## config.mk

```make
export PLATFORM = sky130hd
export DESIGN_NAME = snes_button_events_flat
export DESIGN_NICKNAME = d
export VERILOG_FILES = /design/src/rtl/snes_pkg.sv /design/src/rtl/snes_button_events_if.sv /design/src/rtl/snes_debounce.sv /design/src/rtl/snes_button_events.sv /design/src/flat_wrapper.sv
export SDC_FILE = /design/constraint.sdc
export NUM_CORES = 1
export LEC_CHECK = 0
export CAP_MARGIN = 20
export CORE_UTILIZATION = 62
export CTS_BUF_LIST = sky130_fd_sc_hd__clkbuf_2 sky130_fd_sc_hd__clkbuf_4 sky130_fd_sc_hd__clkbuf_8
export DETAILED_ROUTE_END_ITERATION = 10
export PLACE_DENSITY = 0.89
export SYNTH_ARGS = -nofsm -noshare
export SYNTH_HDL_FRONTEND = slang
export SYNTH_SLANG_ARGS = --single-unit
```

## constraint.sdc

```tcl
create_clock -name clk -period 3.5 [get_ports clk]
set_input_delay 1.05 -clock clk [delete_from_list [all_inputs] [get_ports clk]]
set_output_delay 1.05 -clock clk [all_outputs]
set_load 0.01 [all_outputs]
```

## src/rtl/snes_pkg.sv

```systemverilog
// Shared constants and helpers for the SNES button event block.
// Button order matches the controller wrapper: {A, RIGHT, LEFT, DOWN, UP, B}.
package snes_pkg;
  localparam int NUM_BUTTONS = 6;

  localparam int BTN_B     = 0;
  localparam int BTN_UP    = 1;
  localparam int BTN_DOWN  = 2;
  localparam int BTN_LEFT  = 3;
  localparam int BTN_RIGHT = 4;
  localparam int BTN_A     = 5;

  localparam int EVT_VALID  = 15;
  localparam int EVT_PRESS  = 14;
  localparam int EVT_IDX_HI = 10;
  localparam int EVT_IDX_LO = 8;

  typedef logic [NUM_BUTTONS-1:0] btn_vec_t;

  // Index of the lowest set bit; callers only use it when some bit is set.
  function automatic logic [2:0] lowest_set(input btn_vec_t v);
    logic [2:0] idx;
    casez (v)
      6'b?????1: idx = 3'd0;
      6'b????10: idx = 3'd1;
      6'b???100: idx = 3'd2;
      6'b??1000: idx = 3'd3;
      6'b?10000: idx = 3'd4;
      6'b100000: idx = 3'd5;
      default:   idx = 3'd0;
    endcase
    return idx;
  endfunction

  function automatic logic [15:0] make_event(input logic [2:0] idx, input logic press,
                                             input btn_vec_t levels);
    logic [15:0] w;
    w = 16'h0000;
    w[EVT_VALID] = 1'b1;
    w[EVT_PRESS] = press;
    w[EVT_IDX_HI:EVT_IDX_LO] = idx;
    w[NUM_BUTTONS-1:0] = levels;
    return w;
  endfunction
endpackage

```

## src/rtl/snes_button_events_if.sv

```systemverilog
// CPU-facing register bus of the button event block: event FIFO read port,
// debounced levels, stall flag and interrupt.
interface snes_button_events_if #(
  parameter int FIFO_DEPTH = 8
);
  localparam int CNT_W = $clog2(FIFO_DEPTH) + 1;

  logic             rd_en;
  logic [15:0]      rd_data;
  logic [CNT_W-1:0] count;
  logic [5:0]       state;
  logic             stall;
  logic             clr_stall;
  logic             irq;

  modport master (output rd_en, clr_stall, input rd_data, count, state, stall, irq);
  modport slave  (input rd_en, clr_stall, output rd_data, count, state, stall, irq);
endinterface

```

## src/rtl/snes_debounce.sv

```systemverilog
// One button bit: two-flop synchronizer followed by a debounce counter that
// flips the output only after DEBOUNCE_CYCLES consecutive disagreeing samples.
module snes_debounce #(
  parameter int DEBOUNCE_CYCLES = 1000
) (
  input  logic clk,
  input  logic reset,
  input  logic din,
  output logic dout
);
  localparam int CNT_W = $clog2(DEBOUNCE_CYCLES + 1);
  localparam logic [CNT_W-1:0] CNT_LAST = CNT_W'(DEBOUNCE_CYCLES - 1);

  logic             meta_r;
  logic             sync_r;
  logic             deb_r;
  logic [CNT_W-1:0] cnt_r;

  // Synchronizer and debounce counter; counting restarts whenever sync agrees.
  always_ff @(posedge clk) begin
    if (!reset) begin
      meta_r <= 1'b0;
      sync_r <= 1'b0;
      deb_r  <= 1'b0;
      cnt_r  <= {CNT_W{1'b0}};
    end else begin
      meta_r <= din;
      sync_r <= meta_r;
      if (sync_r == deb_r) begin
        cnt_r <= {CNT_W{1'b0}};
      end else if (cnt_r == CNT_LAST) begin
        deb_r <= ~deb_r;
        cnt_r <= {CNT_W{1'b0}};
      end else begin
        cnt_r <= cnt_r + CNT_W'(1);
      end
    end
  end

  assign dout = deb_r;
endmodule

```

## src/rtl/snes_button_events.sv

```systemverilog
// Debounced SNES buttons turned into press/release event words queued in a FIFO.
// Optional registered interrupt enabled by SNES_BUTTON_EVENTS_IRQ_EN.
module snes_button_events
  import snes_pkg::*;
#(
  parameter int DEBOUNCE_CYCLES = 1000,
  parameter int FIFO_DEPTH      = 8
) (
  input  logic                 clk,
  input  logic                 reset,
  input  logic [5:0]           buttons,
  snes_button_events_if.slave  bus
);
  localparam int PTR_W = $clog2(FIFO_DEPTH);
  localparam int CNT_W = PTR_W + 1;

  btn_vec_t         deb_s;
  btn_vec_t         rep_r;
  btn_vec_t         next_rep_s;
  logic [2:0]       idx_s;
  logic             hit_s;
  logic             full_s;
  logic             push_s;
  logic             pop_s;
  logic [15:0]      evt_s;
  logic [15:0]      mem_r [FIFO_DEPTH];
  logic [PTR_W-1:0] wr_ptr_r;
  logic [PTR_W-1:0] rd_ptr_r;
  logic [CNT_W-1:0] count_r;
  logic             stall_r;
  logic [15:0]      rd_data_r;

  for (genvar g = 0; g < NUM_BUTTONS; g++) begin : g_deb
    snes_debounce #(.DEBOUNCE_CYCLES(DEBOUNCE_CYCLES)) u_deb (
      .clk  (clk),
      .reset(reset),
      .din  (buttons[g]),
      .dout (deb_s[g])
    );
  end

  // Scan: lowest-index unreported change is pushed unless the FIFO was full.
  always_comb begin
    hit_s      = |(deb_s ^ rep_r);
    idx_s      = lowest_set(deb_s ^ rep_r);
    full_s     = (count_r == CNT_W'(FIFO_DEPTH));
    push_s     = hit_s && !full_s;
    pop_s      = bus.rd_en && (count_r != {CNT_W{1'b0}});
    next_rep_s = rep_r;
    if (push_s) begin
      next_rep_s[idx_s] = deb_s[idx_s];
    end else begin
      next_rep_s = rep_r;
    end
    evt_s = make_event(idx_s, deb_s[idx_s], next_rep_s);
  end

  // Event storage; unread entries are gated by count so it needs no reset.
  always_ff @(posedge clk) begin
    if (reset && push_s) begin
      mem_r[wr_ptr_r] <= evt_s;
    end
  end

  // Pointers, occupancy, reported levels, stall and the show-ahead head word.
  always_ff @(posedge clk) begin
    if (!reset) begin
      rep_r     <= '0;
      wr_ptr_r  <= {PTR_W{1'b0}};
      rd_ptr_r  <= {PTR_W{1'b0}};
      count_r   <= {CNT_W{1'b0}};
      stall_r   <= 1'b0;
      rd_data_r <= 16'h0000;
    end else begin
      rep_r <= next_rep_s;
      if (push_s) wr_ptr_r <= wr_ptr_r + PTR_W'(1);
      if (pop_s)  rd_ptr_r <= rd_ptr_r + PTR_W'(1);
      case ({push_s, pop_s})
        2'b10:   count_r <= count_r + CNT_W'(1);
        2'b01:   count_r <= count_r - CNT_W'(1);
        default: count_r <= count_r;
      endcase
      if (hit_s && full_s) begin
        stall_r <= 1'b1;
      end else if (bus.clr_stall) begin
        stall_r <= 1'b0;
      end
      rd_data_r <= (count_r != {CNT_W{1'b0}}) ? mem_r[rd_ptr_r] : 16'h0000;
    end
  end

`ifdef SNES_BUTTON_EVENTS_IRQ_EN
  logic irq_r;

  // Interrupt follows FIFO non-empty, one cycle later.
  always_ff @(posedge clk) begin
    if (!reset) begin
      irq_r <= 1'b0;
    end else begin
      irq_r <= (count_r != {CNT_W{1'b0}});
    end
  end

  assign bus.irq = irq_r;
`else
  assign bus.irq = 1'b0;
`endif

  assign bus.rd_data = rd_data_r;
  assign bus.count   = count_r;
  assign bus.state   = deb_s;
  assign bus.stall   = stall_r;
endmodule

```

## src/flat_wrapper.sv

```systemverilog
// flat-port wrapper written by rule: the top's interface ports become plain ports
module snes_button_events_flat import snes_pkg::*;
#(
  parameter int DEBOUNCE_CYCLES = 1000,
  parameter int FIFO_DEPTH      = 8
)
  (clk, reset, buttons, bus_rd_en, bus_clr_stall, bus_rd_data, bus_count, bus_state, bus_stall, bus_irq);
  snes_button_events_if #(.FIFO_DEPTH(FIFO_DEPTH)) bus_i ();
  input  logic clk;
  input  logic reset;
  input  logic [5:0] buttons;
  input wire logic [$bits(bus_i.rd_en)-1:0] bus_rd_en;
  input wire logic [$bits(bus_i.clr_stall)-1:0] bus_clr_stall;
  output wire logic [$bits(bus_i.rd_data)-1:0] bus_rd_data;
  output wire logic [$bits(bus_i.count)-1:0] bus_count;
  output wire logic [$bits(bus_i.state)-1:0] bus_state;
  output wire logic [$bits(bus_i.stall)-1:0] bus_stall;
  output wire logic [$bits(bus_i.irq)-1:0] bus_irq;
  assign bus_i.rd_en = bus_rd_en;
  assign bus_i.clr_stall = bus_clr_stall;
  assign bus_rd_data = bus_i.rd_data;
  assign bus_count = bus_i.count;
  assign bus_state = bus_i.state;
  assign bus_stall = bus_i.stall;
  assign bus_irq = bus_i.irq;
  snes_button_events #(.DEBOUNCE_CYCLES(DEBOUNCE_CYCLES), .FIFO_DEPTH(FIFO_DEPTH)) u_core (.clk(clk), .reset(reset), .buttons(buttons), .bus(bus_i));
endmodule
```

Yosys cells after proc, flatten, opt, wreduce, memory -nomap -nowiden --
Memories as Yosys holds them, arrays and structs flattened. A register that Yosys moved wholly into a read port is not among the register bits. Index checks and enable logic that the tools add are counted.
Word-level totals: flip-flop bits (word level) 111, bits in writable memories 80, input bits 10, output and inout bits 28, logic and storage cells 113, memories 1
Memories:
- u_core.mem_r | words 8, width 10, read ports 1, clocked after memory_dff 1, wr ports 1, line snes_button_events.sv:26 | logic [15:0] mem_r [FIFO_DEPTH];
Operators by class: add/sub/neg operators 10, $lt $le $gt $ge 2, equality and inequality tests 20, multiplexer cells 12, bitwise logic cells 14, reductions and logical operators 24
Operator list (count):
- $add 10x1->10 const B | 6
- $eq 10x10->1 const B | 6
- $reduce_or 3->1 | 6
- $pmux 3 s5 | 1
- $reduce_and 2->1 | 7
- $not 1->1 | 13
- $eq 4x4->1 const B | 2
- $pmux 4 s2 | 1
- $add 3x1->3 const B | 2
- $bwmux 6 | 1
- $eq 1x1->1 | 6
- $eq 6x6->1 const B | 1
- $mux 1 | 6
- $mux 6 | 1
- $reduce_or 6->1 | 1
- $xor 6x6->6 | 1
- $eq 5x5->1 const B | 1
- $logic_and 1x1->1 | 5
- $add 4x1->4 const B | 1
- $eq 2x2->1 const B | 2
- $lt 3x4->1 const B | 1
- $reduce_bool 2->1 | 2
- $reduce_bool 4->1 | 1
- $sub 4x1->4 const B | 1
- 6 further kinds | 7

Longest topological paths before layout --
depth in word-level cells 9, mapped depth 12, depth with buffers taken out 11

By module --
A second synthesis with hierarchy kept.
Second synthesis, totals: cell total of the unflattened synthesis 648, area total of the unflattened synthesis 7828.8 um2
By module, submodules not included:
- snes_button_events | instances 1, cells an instance 294, area an instance 4480.5 um2, seq. area each 2962.8 um2
- snes_debounce | instances 6, cells an instance 59, area an instance 558.0 um2, seq. area each 260.2 um2

Least setup slack after synthesis --
Ideal clock, no wire load.
path kind input-to-reg, from input port reset, to memory u_core.mem_r[0][0] (netlist name) (enable), setup time 0.390 ns, data arrival time 2.417 ns, data required time 3.110 ns, setup slack 0.694 ns, cell stages on the path 4, buffers on the path 1, cell sequence inv_1 clkbuf_1 or3_1 nor3_1
Between the ends: longest elaborated chain between the ends 3
Ends and longest elaborated chain:
- from (decl) | line flat_wrapper.sv:10 | input logic reset;
- $logic_and 1x1->1 | line snes_button_events.sv:60 | if (reset && push_s) begin
- $mux 1 | line snes_button_events.sv:60
- $mux 1 (implied by the code) | line snes_button_events.sv:61 | mem_r[wr_ptr_r] <= evt_s;
- to (decl) | line snes_button_events.sv:26
No other way between the ends.

Final worst setup path --
from register u_core.g_deb[3].u_deb.deb_r, to register u_core.count_r[3], in the netlist u_core.bus.count[3]
Between the ends: longest elaborated chain between the ends 5, elaborated cells on any way between the ends 7, those cells by class eq/ne: 2; mux: 1; bitwise: 1; reduce/logical: 3
Ends and longest elaborated chain:
- from (decl) | line snes_debounce.sv:16 | logic deb_r;
- from (signal assigned) | line snes_debounce.sv:32 | deb_r <= ~deb_r;
- $xor 6x6->6 (*) | line snes_button_events.sv:44 | hit_s = |(deb_s ^ rep_r);
- $reduce_or 6->1 (*) | line snes_button_events.sv:44
- $logic_and 1x1->1 (*) | line snes_button_events.sv:47 | push_s = hit_s && !full_s;
- $eq 2x1->1 / $eq 2x2->1 (equally long branches) | line snes_button_events.sv:78 | case ({push_s, pop_s})
- $pmux 4 s2 / $reduce_bool 2->1 (equally long branches)
- to (signal assigned) | line snes_button_events.sv:79 | 2'b10: count_r <= count_r + CNT_W'(1);
- to (signal assigned) | line snes_button_events.sv:80 | 2'b01: count_r <= count_r - CNT_W'(1);
- to (signal assigned) | line snes_button_events.sv:81 | default: count_r <= count_r;
- to (decl) | line snes_button_events.sv:29 | logic [CNT_W-1:0] count_r;
Mark *: on every way between the ends. The rest lies on a longest branch, timed or not. A chain may end at the register's enable or synchronous reset.

==> flow_summary.json <==
{
  "synth_area_mm2": 0.00741,
  "r2r_start": "u_core.g_deb[3].u_deb.dout",
  "powerDensity_mw_per_mm2": 436,
  "cts_buffers": 17,
  "dpl.hpwl_um": 8840,
  "finClkSkew_ns": 0.0113,
  "clk_pin_slew_ns": 0.08,
  "fin_nets": 671,
  "h-tree-depth": 4,
  "start_util_pct": 64.4,
  "die_h_um": 111,
  "syn_to_final_growth_pct": 10.9,
  "max_cap_viol_count": 0,
  "synth_flop_cell": "dfxtp_1",
  "ys_ff_latch": 186,
  "p_int_mw": 2.89,
  "fin_crit_sh_pct": 80.5,
  "diodes": 0,
  "die_x_um": 111,
  "layout_min_cycle_time_ns": 2.82,
  "finalPower_mw": 3.58,
  "avgSynthCellArea_um2": 12.2,
  "clockRootBuffer": "clkbuf_8",
  "violations": "DRC",
  "async_reset_ff_share_pct": 0,
  "clkSinkCount": 186,
  "synth_seq_area_share_pct": 61.0,
  "wl_per_cell_um": 15.9,
  "slew_headroom_pct": 28.9,
  "startpoint": "u_core.g_deb[3].u_deb.dout",
  "ios": 38,
  "final_common_cell": "dfxtp_1",
  "rows": 39,
  "worst_pin_slew_ns": 1.06,
  "p_sw_share_pct": 19.3,
  "drc": 6,
  "first_global_vias": 4671,
  "insertion_delay_ns": 0.45,
  "power.leakage_nw": 2.87,
  "finalInstanceArea_mm2": 0.00822,
  "coreArea_mm2": 0.0115,
  "gp_congestion": 0.834,
  "grt.overflow.total": 0,
  "port-buffer-count": 31,
  "yosys.cell_types.count": 48,
  "whs_ns": 0.439,
  "path_class": "reg2reg",
  "final.fill_count": 771,
  "routed_wl_um": 12800,
  "placed_cells": 773,
  "utilization_pct": 71.4,
  "dp_slack_ns": 0.305,
  "ir_worst_vdd_mv": 0.322,
  "cp_data_required_time_ns": 3.88,
  "end_kind": "register",
  "dieArea_mm2": 0.0124,
  "place_area_mm2": 0.00786,
  "clockPowerShare_pct": 36.0,
  "antenna_found_initial": 0,
  "pwr-share-comb_pct": 1.1,
  "finalWorstSetupSlack_ns": 0.684,
  "max_freq_ghz": 0.355,
  "status": "complete, but fails checks",
  "power.share.sequential_pct": 62.9,
  "postCtsSetupBuffers": 0,
  "drtIter0Drc": 297,
  "drv_slew": 0,
  "post_cts_resized": 0,
  "clk_path_buf_depth": 2,
  "crit_fanout": 7,
  "first_pass_iters": 8,
  "synth_enable_flop_cells": 80,
  "drive_above_1_share_pct": 11.3,
  "routed_via_density": 5.56,
  "grtUsageTotal_pct": 22.7,
  "p_switching_mw": 0.691,
  "yosysWarnings": 0,
  "min_path_type": "reg2reg",
  "hold_start": "u_core.g_deb[1].u_deb.meta_r",
  "tns_ns": 0,
  "rsz0062_at_grt": "no",
  "holdBufCountCts": 0,
  "cp-start-kind": "register",
  "post_synth_inst_count": 609,
  "cts_tree": "built",
  "grt_pass1_wl_um": 21800,
  "via_count": 4475,
  "hold_viol": 0,
  "fin_cells": 805,
  "grt_max_degree": 24,
  "setup_violations": 0,
  "ant_nets": 0,
  "cp.arrival_ns": 3.19,
  "final_cell_mix": "dfxtp_1 (106), nor2_1 (104), edfxtp_1 (80)"
}
area by class of cell:
| cell class | count | area [um^2] | share of cell area [%] |
|---|---|---|---|
| clock buffer | 29 | 347 | 4.21 |
| clock inverter | 3 | 16.3 | 0.198 |
| inverter | 21 | 78.8 | 0.959 |
| multi-input combinational | 381 | 2690 | 32.7 |
| sequential | 186 | 4520 | 55.0 |
| tap | 143 | 179 | 2.18 |
| timing repair buffer | 42 | 393 | 4.78 |
cell families after synthesis:
family / synth area share [%]
xor gates and xnor gates: 7.54
muxes: 9.60
and+or+nand+nor: 14.4
other: 0.0506
buffers and inverters: 3.02
DFF: 61.0
AOI/OAI and AO/OA: 2.24
adders and majority gates: 2.13
registers in the layout, summed over array words and instances, names as in the netlist:
signal and flops:
u_core.bus.count 4, u_core.bus.rd_data 11, u_core.bus.stall 1, u_core.g_deb.u_deb.cnt_r 60, u_core.g_deb.u_deb.dout 6, u_core.g_deb.u_deb.meta_r 6
u_core.g_deb.u_deb.sync_r 6, u_core.mem_r 80, u_core.rd_ptr_r 3, u_core.rep_r 6, u_core.wr_ptr_r 3
power groups by stage:
| stage | combinational (mW) | clock [mW] | sequential [mW] |
|---|---|---|---|
| 6_report | 0.0379 | 1.29 | 2.25 |
| 5_1_grt | 0.0423 | 1.40 | 2.25 |
| 4_1_cts | 0.0380 | 1.31 | 2.25 |
| 3_5_place_dp | 0.0375 | 0 | 2.30 |
| 3_3_place_gp | 0.0360 | 0 | 2.30 |
| 2_1_floorplan | 0.0255 | 0 | 2.30 |
cells in the mapped netlist (all sizes together) (2+ instances only):
cell type,n,area [um^2]
or3,8,50.1
mux2i,19,190
nor2,105,397
nand4,8,50.1
nor4,2,12.5
inv,21,78.8
o21ai,7,35.0
mux4,20,450
nor3,13,65.1
edfxtp,80,2400
nand3,20,100
dfxtp,106,2120
buf,15,104
xnor2,36,315
clkbuf,11,41.3
nand2,27,101
or4,3,22.5
a31oi,2,18.8
a21oi,13,65.1
mux2,6,71.3
and2,22,138
nand2b,4,25.0
xor2,27,244
and3,7,43.8
nor2b,3,21.3
ha,11,138
nand4b,2,17.5
routing by layer:
layer | vias up | track usage [%] | part of all wire [%]
met1 | 2197 | 26.5 | 42
met2 | 93 | 40.0 | 52
met3 | 17 | 5.39 | 4.4
met5 | - | 0 | 0
li1 | 2168 | - | -
met4 | 0 | 9.55 | 1.4
final timing paths:
check / to / slack, ns / depth (start not counted)
setup / recovery: u_core.bus.count[3] / 0.68 / 11
hold / removal: u_core.g_deb[1].u_deb.sync_r / 0.44 / 1
setup reg to reg: u_core.bus.count[3] / 0.68 / 11
hold reg to reg: u_core.g_deb[1].u_deb.sync_r / 0.44 / 1
critical path: stages (launching register included):
cell and delay, ns:
dfxtp_1 0.43, xor2_1 0.31, nor2_2 0.14, a31oi_2 0.36, inv_2 0.07, ha_1 0.23, ha_1 0.29, a21o_1 0.18
a21oi_1 0.16, xnor2_1 0.09, or3_1 0.32, a21oi_1 0.16
No activity file was read; power rests on OpenSTA's default activity.
